**src/rtl/dp_pkg.sv**
```systemverilog
// Shared definitions for the dot-product row: scheduler state encoding and
// default geometry constants also used by the lane row.
package dp_pkg;

  typedef enum logic [2:0] {
    ST_IDLE  = 3'd0,
    ST_LOAD  = 3'd1,
    ST_EXEC  = 3'd2,
    ST_DRAIN = 3'd3,
    ST_DONE  = 3'd4
  } sched_state_e;

  localparam int M_DEF        = 4;
  localparam int TW_DEF       = 8;
  localparam int SW_DEF       = 8;
  localparam int PIPE_LAT_DEF = 1;

  // Lane-row geometry defaults, kept here so row and scheduler agree.
  localparam int BW_DEF       = 8;
  localparam int PSUM_BW_DEF  = 32;
  localparam int NNZ_DEF      = 2;
  localparam int N_DEF        = 4;

endpackage

```
**src/rtl/dp_row_sched.sv**
```systemverilog
// Sequencer for one row of sparse dot-product lanes: per tile fetch weights,
// pulse load, then pulse execute once per accepted activation; done after drain.
module dp_row_sched
  import dp_pkg::*;
#(
  parameter int M        = M_DEF,
  parameter int TW       = TW_DEF,
  parameter int SW       = SW_DEF,
  parameter int PIPE_LAT = PIPE_LAT_DEF
) (
  input  logic          clk,
  input  logic          reset,
  input  logic          job_valid,
  output logic          job_ready,
  input  logic [TW-1:0] job_tiles,
  input  logic [SW-1:0] job_steps,
  output logic          wt_req,
  input  logic          wt_valid,
  input  logic          act_valid,
  output logic          act_ready,
  output logic          row_load,
  output logic          row_execute,
  output logic [M-1:0]  row_a_select,
  output logic          psum_fb,
  output logic [TW-1:0] tile_idx,
  output logic          busy,
  output logic          done,
  output logic [2:0]    dbg_state
);

  // Handshakes: a transfer happens in any cycle where valid and ready are both
  // high; valid from the source never depends on ready. Strobes are Mealy so
  // the lanes capture weight/activation data in that same transfer cycle.

  localparam int DW = (PIPE_LAT > 2) ? $clog2(PIPE_LAT - 1) : 1;
  localparam logic [DW-1:0] DRAIN_LAST = DW'((PIPE_LAT > 1) ? PIPE_LAT - 2 : 0);

  sched_state_e  state_q, state_d;
  logic [TW-1:0] tiles_q, tiles_d;
  logic [SW-1:0] steps_q, steps_d;
  logic [TW-1:0] tile_q, tile_d;
  logic [SW-1:0] step_q, step_d;
  logic [DW-1:0] drain_q, drain_d;
  logic          fb_q, fb_d;

  logic last_step, last_tile;

  assign last_step = (step_q == steps_q - SW'(1));
  assign last_tile = (tile_q == tiles_q - TW'(1));

  always_ff @(posedge clk or negedge reset) begin
    if (!reset) begin
      state_q <= ST_IDLE;
      tiles_q <= '0;
      steps_q <= '0;
      tile_q  <= '0;
      step_q  <= '0;
      drain_q <= '0;
      fb_q    <= 1'b0;
    end else begin
      state_q <= state_d;
      tiles_q <= tiles_d;
      steps_q <= steps_d;
      tile_q  <= tile_d;
      step_q  <= step_d;
      drain_q <= drain_d;
      fb_q    <= fb_d;
    end
  end

  always_comb begin
    state_d      = state_q;
    tiles_d      = tiles_q;
    steps_d      = steps_q;
    tile_d       = tile_q;
    step_d       = step_q;
    drain_d      = drain_q;
    fb_d         = fb_q;
    job_ready    = 1'b0;
    wt_req       = 1'b0;
    act_ready    = 1'b0;
    row_load     = 1'b0;
    row_execute  = 1'b0;
    row_a_select = '0;
    psum_fb      = 1'b0;
    done         = 1'b0;

    case (state_q)
      ST_IDLE: begin
        job_ready = 1'b1;
        if (job_valid) begin
          tiles_d = job_tiles;
          steps_d = job_steps;
          tile_d  = '0;
          step_d  = '0;
          fb_d    = 1'b0;
          state_d = (job_tiles == '0 || job_steps == '0) ? ST_DONE : ST_LOAD;
        end
      end
      ST_LOAD: begin
        wt_req   = 1'b1;
        row_load = wt_valid;
        if (wt_valid) begin
          step_d  = '0;
          state_d = ST_EXEC;
        end
      end
      ST_EXEC: begin
        act_ready    = 1'b1;
        row_execute  = act_valid;
        row_a_select = {M{step_q[0]}};
        psum_fb      = fb_q;
        if (act_valid) begin
          fb_d = 1'b1;
          if (!last_step) begin
            step_d = step_q + SW'(1);
          end else if (!last_tile) begin
            tile_d  = tile_q + TW'(1);
            state_d = ST_LOAD;
          end else begin
            drain_d = '0;
            // A one-cycle lane pipeline has its result ready next cycle.
            state_d = (PIPE_LAT <= 1) ? ST_DONE : ST_DRAIN;
          end
        end
      end
      ST_DRAIN: begin
        if (drain_q == DRAIN_LAST) state_d = ST_DONE;
        else                       drain_d = drain_q + DW'(1);
      end
      ST_DONE: begin
        done    = 1'b1;
        state_d = ST_IDLE;
      end
      default: state_d = ST_IDLE;
    endcase
  end

  assign tile_idx  = tile_q;
  assign busy      = (state_q != ST_IDLE);
  assign dbg_state = state_q;

endmodule

```
**config.mk**
```make
export PLATFORM = sky130hd
export DESIGN_NAME = dp_row_sched
export DESIGN_NICKNAME = d
export VERILOG_FILES = /design/src/rtl/dp_pkg.sv /design/src/rtl/dp_row_sched.sv
export SDC_FILE = /design/constraint.sdc
export NUM_CORES = 1
export LEC_CHECK = 0
export ABC_AREA = 1
export CAP_MARGIN = 25
export CORE_MARGIN = 3
export CORE_UTILIZATION = 57
export DETAILED_ROUTE_END_ITERATION = 7
export GPL_TIMING_DRIVEN = 0
export PLACE_DENSITY = 0.85
export SLEW_MARGIN = 20
export SYNTH_ARGS = -nofsm -noshare
export SYNTH_HDL_FRONTEND = slang
export SYNTH_SLANG_ARGS = --single-unit
```
**constraint.sdc**
```tcl
create_clock -name clk -period 4 [get_ports clk]
set_input_delay 0.4 -clock clk [delete_from_list [all_inputs] [get_ports clk]]
set_output_delay 0.4 -clock clk [all_outputs]
set_load 0.02 [all_outputs]
```
Word level (Yosys, flattened, before mapping)
Cells that the tools add are included.
Storage, ports and cells
  output and inout port bits: 23
  logic and storage cells: 73
  input port bits: 21
  flip-flop bits (word level): 37
Operators by class
  add/subtract/negate cells: 5
  muxes and demuxes: 33
  reduce and logical (&&, ||, !) cells: 14
  equality and inequality tests: 14
Operator list (count)
  2-to-1 mux 8 bit: 7
  one-hot mux 8 bit (3 select lines): 1
  2-to-1 mux 3 bit: 7
  adder 8 x 1 -> 8 bit, second input constant: 2
  equality test 8 bit: 2
  logical NOT 8 bit: 2
  != test 2 bit, second input constant: 8
  one-hot mux 8 bit (2 select lines): 1
  subtractor 8 x 1 -> 8 bit, second input constant: 2
  AND reduction 5 bit: 3
  2-to-1 mux 1 bit: 13
  one-hot mux 3 bit (4 select lines): 1
  equality test 3 x 2 -> 1 bit, second input constant: 2
  nonzero test 3 bit: 2
  2-to-1 mux 4 bit: 1
  one-hot mux 1 bit (2 select lines): 2
  AND reduction 4 bit: 1
  nonzero test 2 bit: 2
  equality test 3 x 1 -> 1 bit, second input constant: 1
  equality test 3 bit, second input constant: 1
  logical NOT 3 bit: 1
  AND reduction 3 bit: 1
  AND reduction 2 bit: 1
  adder 1 bit, second input constant: 1
  logical OR 1 bit: 1

Logic depth before layout (Yosys ltp)
  word-level depth: 6
  depth in mapped cells: 17
  depth with buffers taken out: 17

Worst setup path before layout
No wires, ideal clock.
  path type: register to output
  start point: register state_q[2] (netlist: dbg_state[2])
  end point: output row_a_select[1]
  slack: 1.705 ns
  data arrival time: 1.895 ns
  required time: 3.600 ns
  path buffers: 2
  stages on the path, launching flop included: 6
  cells stage by stage: dfrtp_1 -> nor3_4 -> inv_2 -> clkbuf_1 -> nor2_1 -> buf_4
On the way
  longest elaborated chain between the ends: 2
Ends and longest elaborated chain
  from (decl): line dp_row_sched.sv:38  | sched_state_e state_q, state_d;
  from (signal assigned): line dp_row_sched.sv:61  | state_q <= state_d;
  equality test 3 x 2 -> 1 bit: line dp_row_sched.sv:88  | case (state_q)
  2-to-1 mux 4 bit: line dp_row_sched.sv:88
  to (decl): line dp_row_sched.sv:23  | output logic [M-1:0] row_a_select,
Every way passes these cells.

Worst setup path in the final report
  start point: register state_q[2] (netlist: dbg_state[2])
  end point: output row_a_select[2]
Same word-level chain as after synthesis.

==> run metrics <==
number of synthesized register bits=36; top sig layer=met4; count of port buffers added during placement=43; clock skew=about 0.0075 ns; final setup violation count=0; max-slew violations=0; Max Cap Viol=0; Die Footprint=5190 µm²; CTS buffer count=5; CP required=3.60 ns; R2R setup slack=1.92 ns; # resized after CTS=0; Setup Buffers After CTS=0; Max Freq=around 0.34 GHz; clock buffer depth=2; DRT met1 WL=2380 µm; routed len/inst=12.30 µm; gpl congestion=~0.9; Clk Latency, worst-skew pair=approximately 0.29 ns; IO Pins=44; largest net degree at the start of global routing=21; Post-Syn Instances=357; clk slew on worst S/H paths=roughly 0.080 ns; register area share after synthesis=36.24%; r2r worst-path depth=13; Area Overhead vs Synth=24.46%; vias per cell=5.185; number of flops mapped to enable cells by yosys=0; # rows=23; placed insts=451; Reg-to-Reg End=tile_idx[3]; Post-route DRC=0; largest stage delay on the critical path=0.59 ns; final wirelength=around 5600 µm; fraction of registers with async set or reset after synthesis=100.0%; Syn Area/Cell=6.964 µm²; fraction of final layout cells sized beyond drive strength 1=12.22%; crit-path cells=nor3_4, inv_2, clkbuf_1, nor2_1, buf_4, clkdlybuf4s50_1; Nets=433; ys flop type=dfrtp_1; Yosys cell types=33; Worst VDD drop=0.4024 mV; Pleak=1.468 nW; final worst-path cycle share=between 70 and 80%; Initial DRT Pass Iterations=4; most frequent cells in the layout=112 x nand2_1, 42 x inv_1, 42 x clkdlybuf4s50_1; n_diodes=0; # hold bufs at CTS=0; Crit Path Category=register to output port; CP Max Fanout=10; Clock Sinks=36; Final ANT Viol Nets=0; Worst Tran Pin Value=between 0.5 and 0.6 ns; Core Region=4115 µm²; HP Class=input port to asynchronous set/reset pin; Clk Tree Root Cell=clkbuf_8; Die Y=72.04 µm; status=finished, final reports clean; initial antenna violation count=0; via count=2380; CP delay by family, top=buffers and inverters; Starting DRT DRC Count=120; dpl hpwl=4524 µm; vias in the first global route=between 2000 and 2500; RSZ-0062 raised after global routing=no; Setup crit end kind=output port; Syn Nets=382; met3 wire len=168 µm; starting density of the core=~60%; Overflow after GRT=0; CP Buf/Inv Count=4; slowest cell on the critical path=clkdlybuf4s50_1; setup_tns=0 ns; slew margin rel.=65.63%; Setup crit start kind=register; FF-to-FF Start=steps_q[0]; htree depth=2; final std cells w/o fill=459; CTS tree=done; final critical-path required period=2.964 ns; DR WL met2=around 3000 µm; commonest non-fill, non-tap cell in the layout=nand2_1; GRT Util Overall=24.45%; die width=~72 µm; Ys Warns=0; final hold vios=0; mapped cell area=roughly 2500 µm²; first-pass GRT wire length=between 10000 and 15000 µm; cell area power density=661.9 nW/µm²; CP Data Arrival Time=2.56 ns
sequential cells by signal, indices dropped and copies added, names as in the netlist:
name	flops
dbg_state	3
fb_q	1
step_q	8
steps_q	8
tile_idx	8
tiles_q	8
per-layer routing:
layer  vias up  global-route usage (%)
li1       1223                       -
met1      1095                   29.72
met2        47                   42.14
met3        15                   4.571
met4         0                   10.86
met5         -                       0
cell families (layout without fill, tap and decap cells):
family / Yosys count / in the layout / share of synthesized area [%]
adders and majority gates: 4 / 4 / 2.013
DFF: 36 / 36 / 36.24
xor gates and xnor gates: 17 / 17 / 5.989
buffers and inverters: 58 / 110 / 9.562
AOI/OAI and AO/OA: 38 / 38 / 9.613
and+or+nand+nor: 204 / 204 / 36.59
power breakdown:
| part | total (mW) | internal [mW] | leakage (nW) | switching (mW) |
|---|---|---|---|---|
| registers | 0.588 | 0.473 | 0.472 | 0.115 |
| logic | 1.19 | 0.452 | 0.945 | 0.737 |
| clock network | 0.271 | 0.137 | 0.0510 | 0.134 |
metrics by stage:
step / setup slack, ns / cell area, µm² / utilization [%] / power [mW] / hold WS, ns
6_report: 1.036 / 3094 / 75.19 / 2.048 / 0.04899
4_1_cts: 1.020 / 3094 / 75.19 / 2.062 / 0.05807
2_1_floorplan: 1.705 / 2486 / - / 1.457 / 0.1044
3_5_place_dp: 1.399 / 3002 / 72.94 / 1.787 / 0.3742
3_3_place_gp: 1.416 / 2979 / 72.39 / 1.748 / 0.5037
5_1_grt: 0.8579 / 3094 / 75.19 / 2.254 / 0.06768
cell type report:
| cell class | instances | area, µm² |
|---|---|---|
| timing repair buffer | 44 | 452.9 |
| multi-input combinational | 263 | 1348 |
| fill | 339 | 1021 |
| tap | 50 | 62.56 |
| buffer | 7 | 46.29 |
| clock buffer | 6 | 82.58 |
| clock inverter | 2 | 10.01 |
| sequential | 36 | 900.9 |
| inverter | 51 | 191.4 |
how the worst max path moves through the flow:
stage                            start         endpoint  slack, ns  cells after the start
after CTS                 dbg_state[2]  row_a_select[2]       1.02                      6
final                     dbg_state[2]  row_a_select[2]       1.04                      6
after detailed placement  dbg_state[2]  row_a_select[2]       1.40                      6
after global placement    dbg_state[2]  row_a_select[3]       1.42                      6
after global routing      dbg_state[2]  row_a_select[2]       0.86                      6
after floorplan           dbg_state[2]  row_a_select[1]       1.71                      5
cell usage after synthesis, types with 2 or more instances:
library cell,count,area share [%]
buf_4,3,0.91
o21ai_0,19,3.8
inv_2,9,1.4
nand2_2,6,1.5
xnor2_1,8,2.8
a21oi_1,5,1.0
o21ai_2,7,2.5
nand3_1,19,3.8
nand2_1,112,17
nor2_1,37,5.6
nor4_1,2,0.50
inv_1,42,6.3
ha_1,4,2.0
o21ai_1,2,0.40
nor3b_1,2,0.60
clkbuf_1,2,0.30
nor2_2,7,1.8
nor3_1,3,0.60
xor2_1,9,3.2
dfrtp_1,36,36
nand4_1,11,2.8
Power figures use the tool's default switching activity.
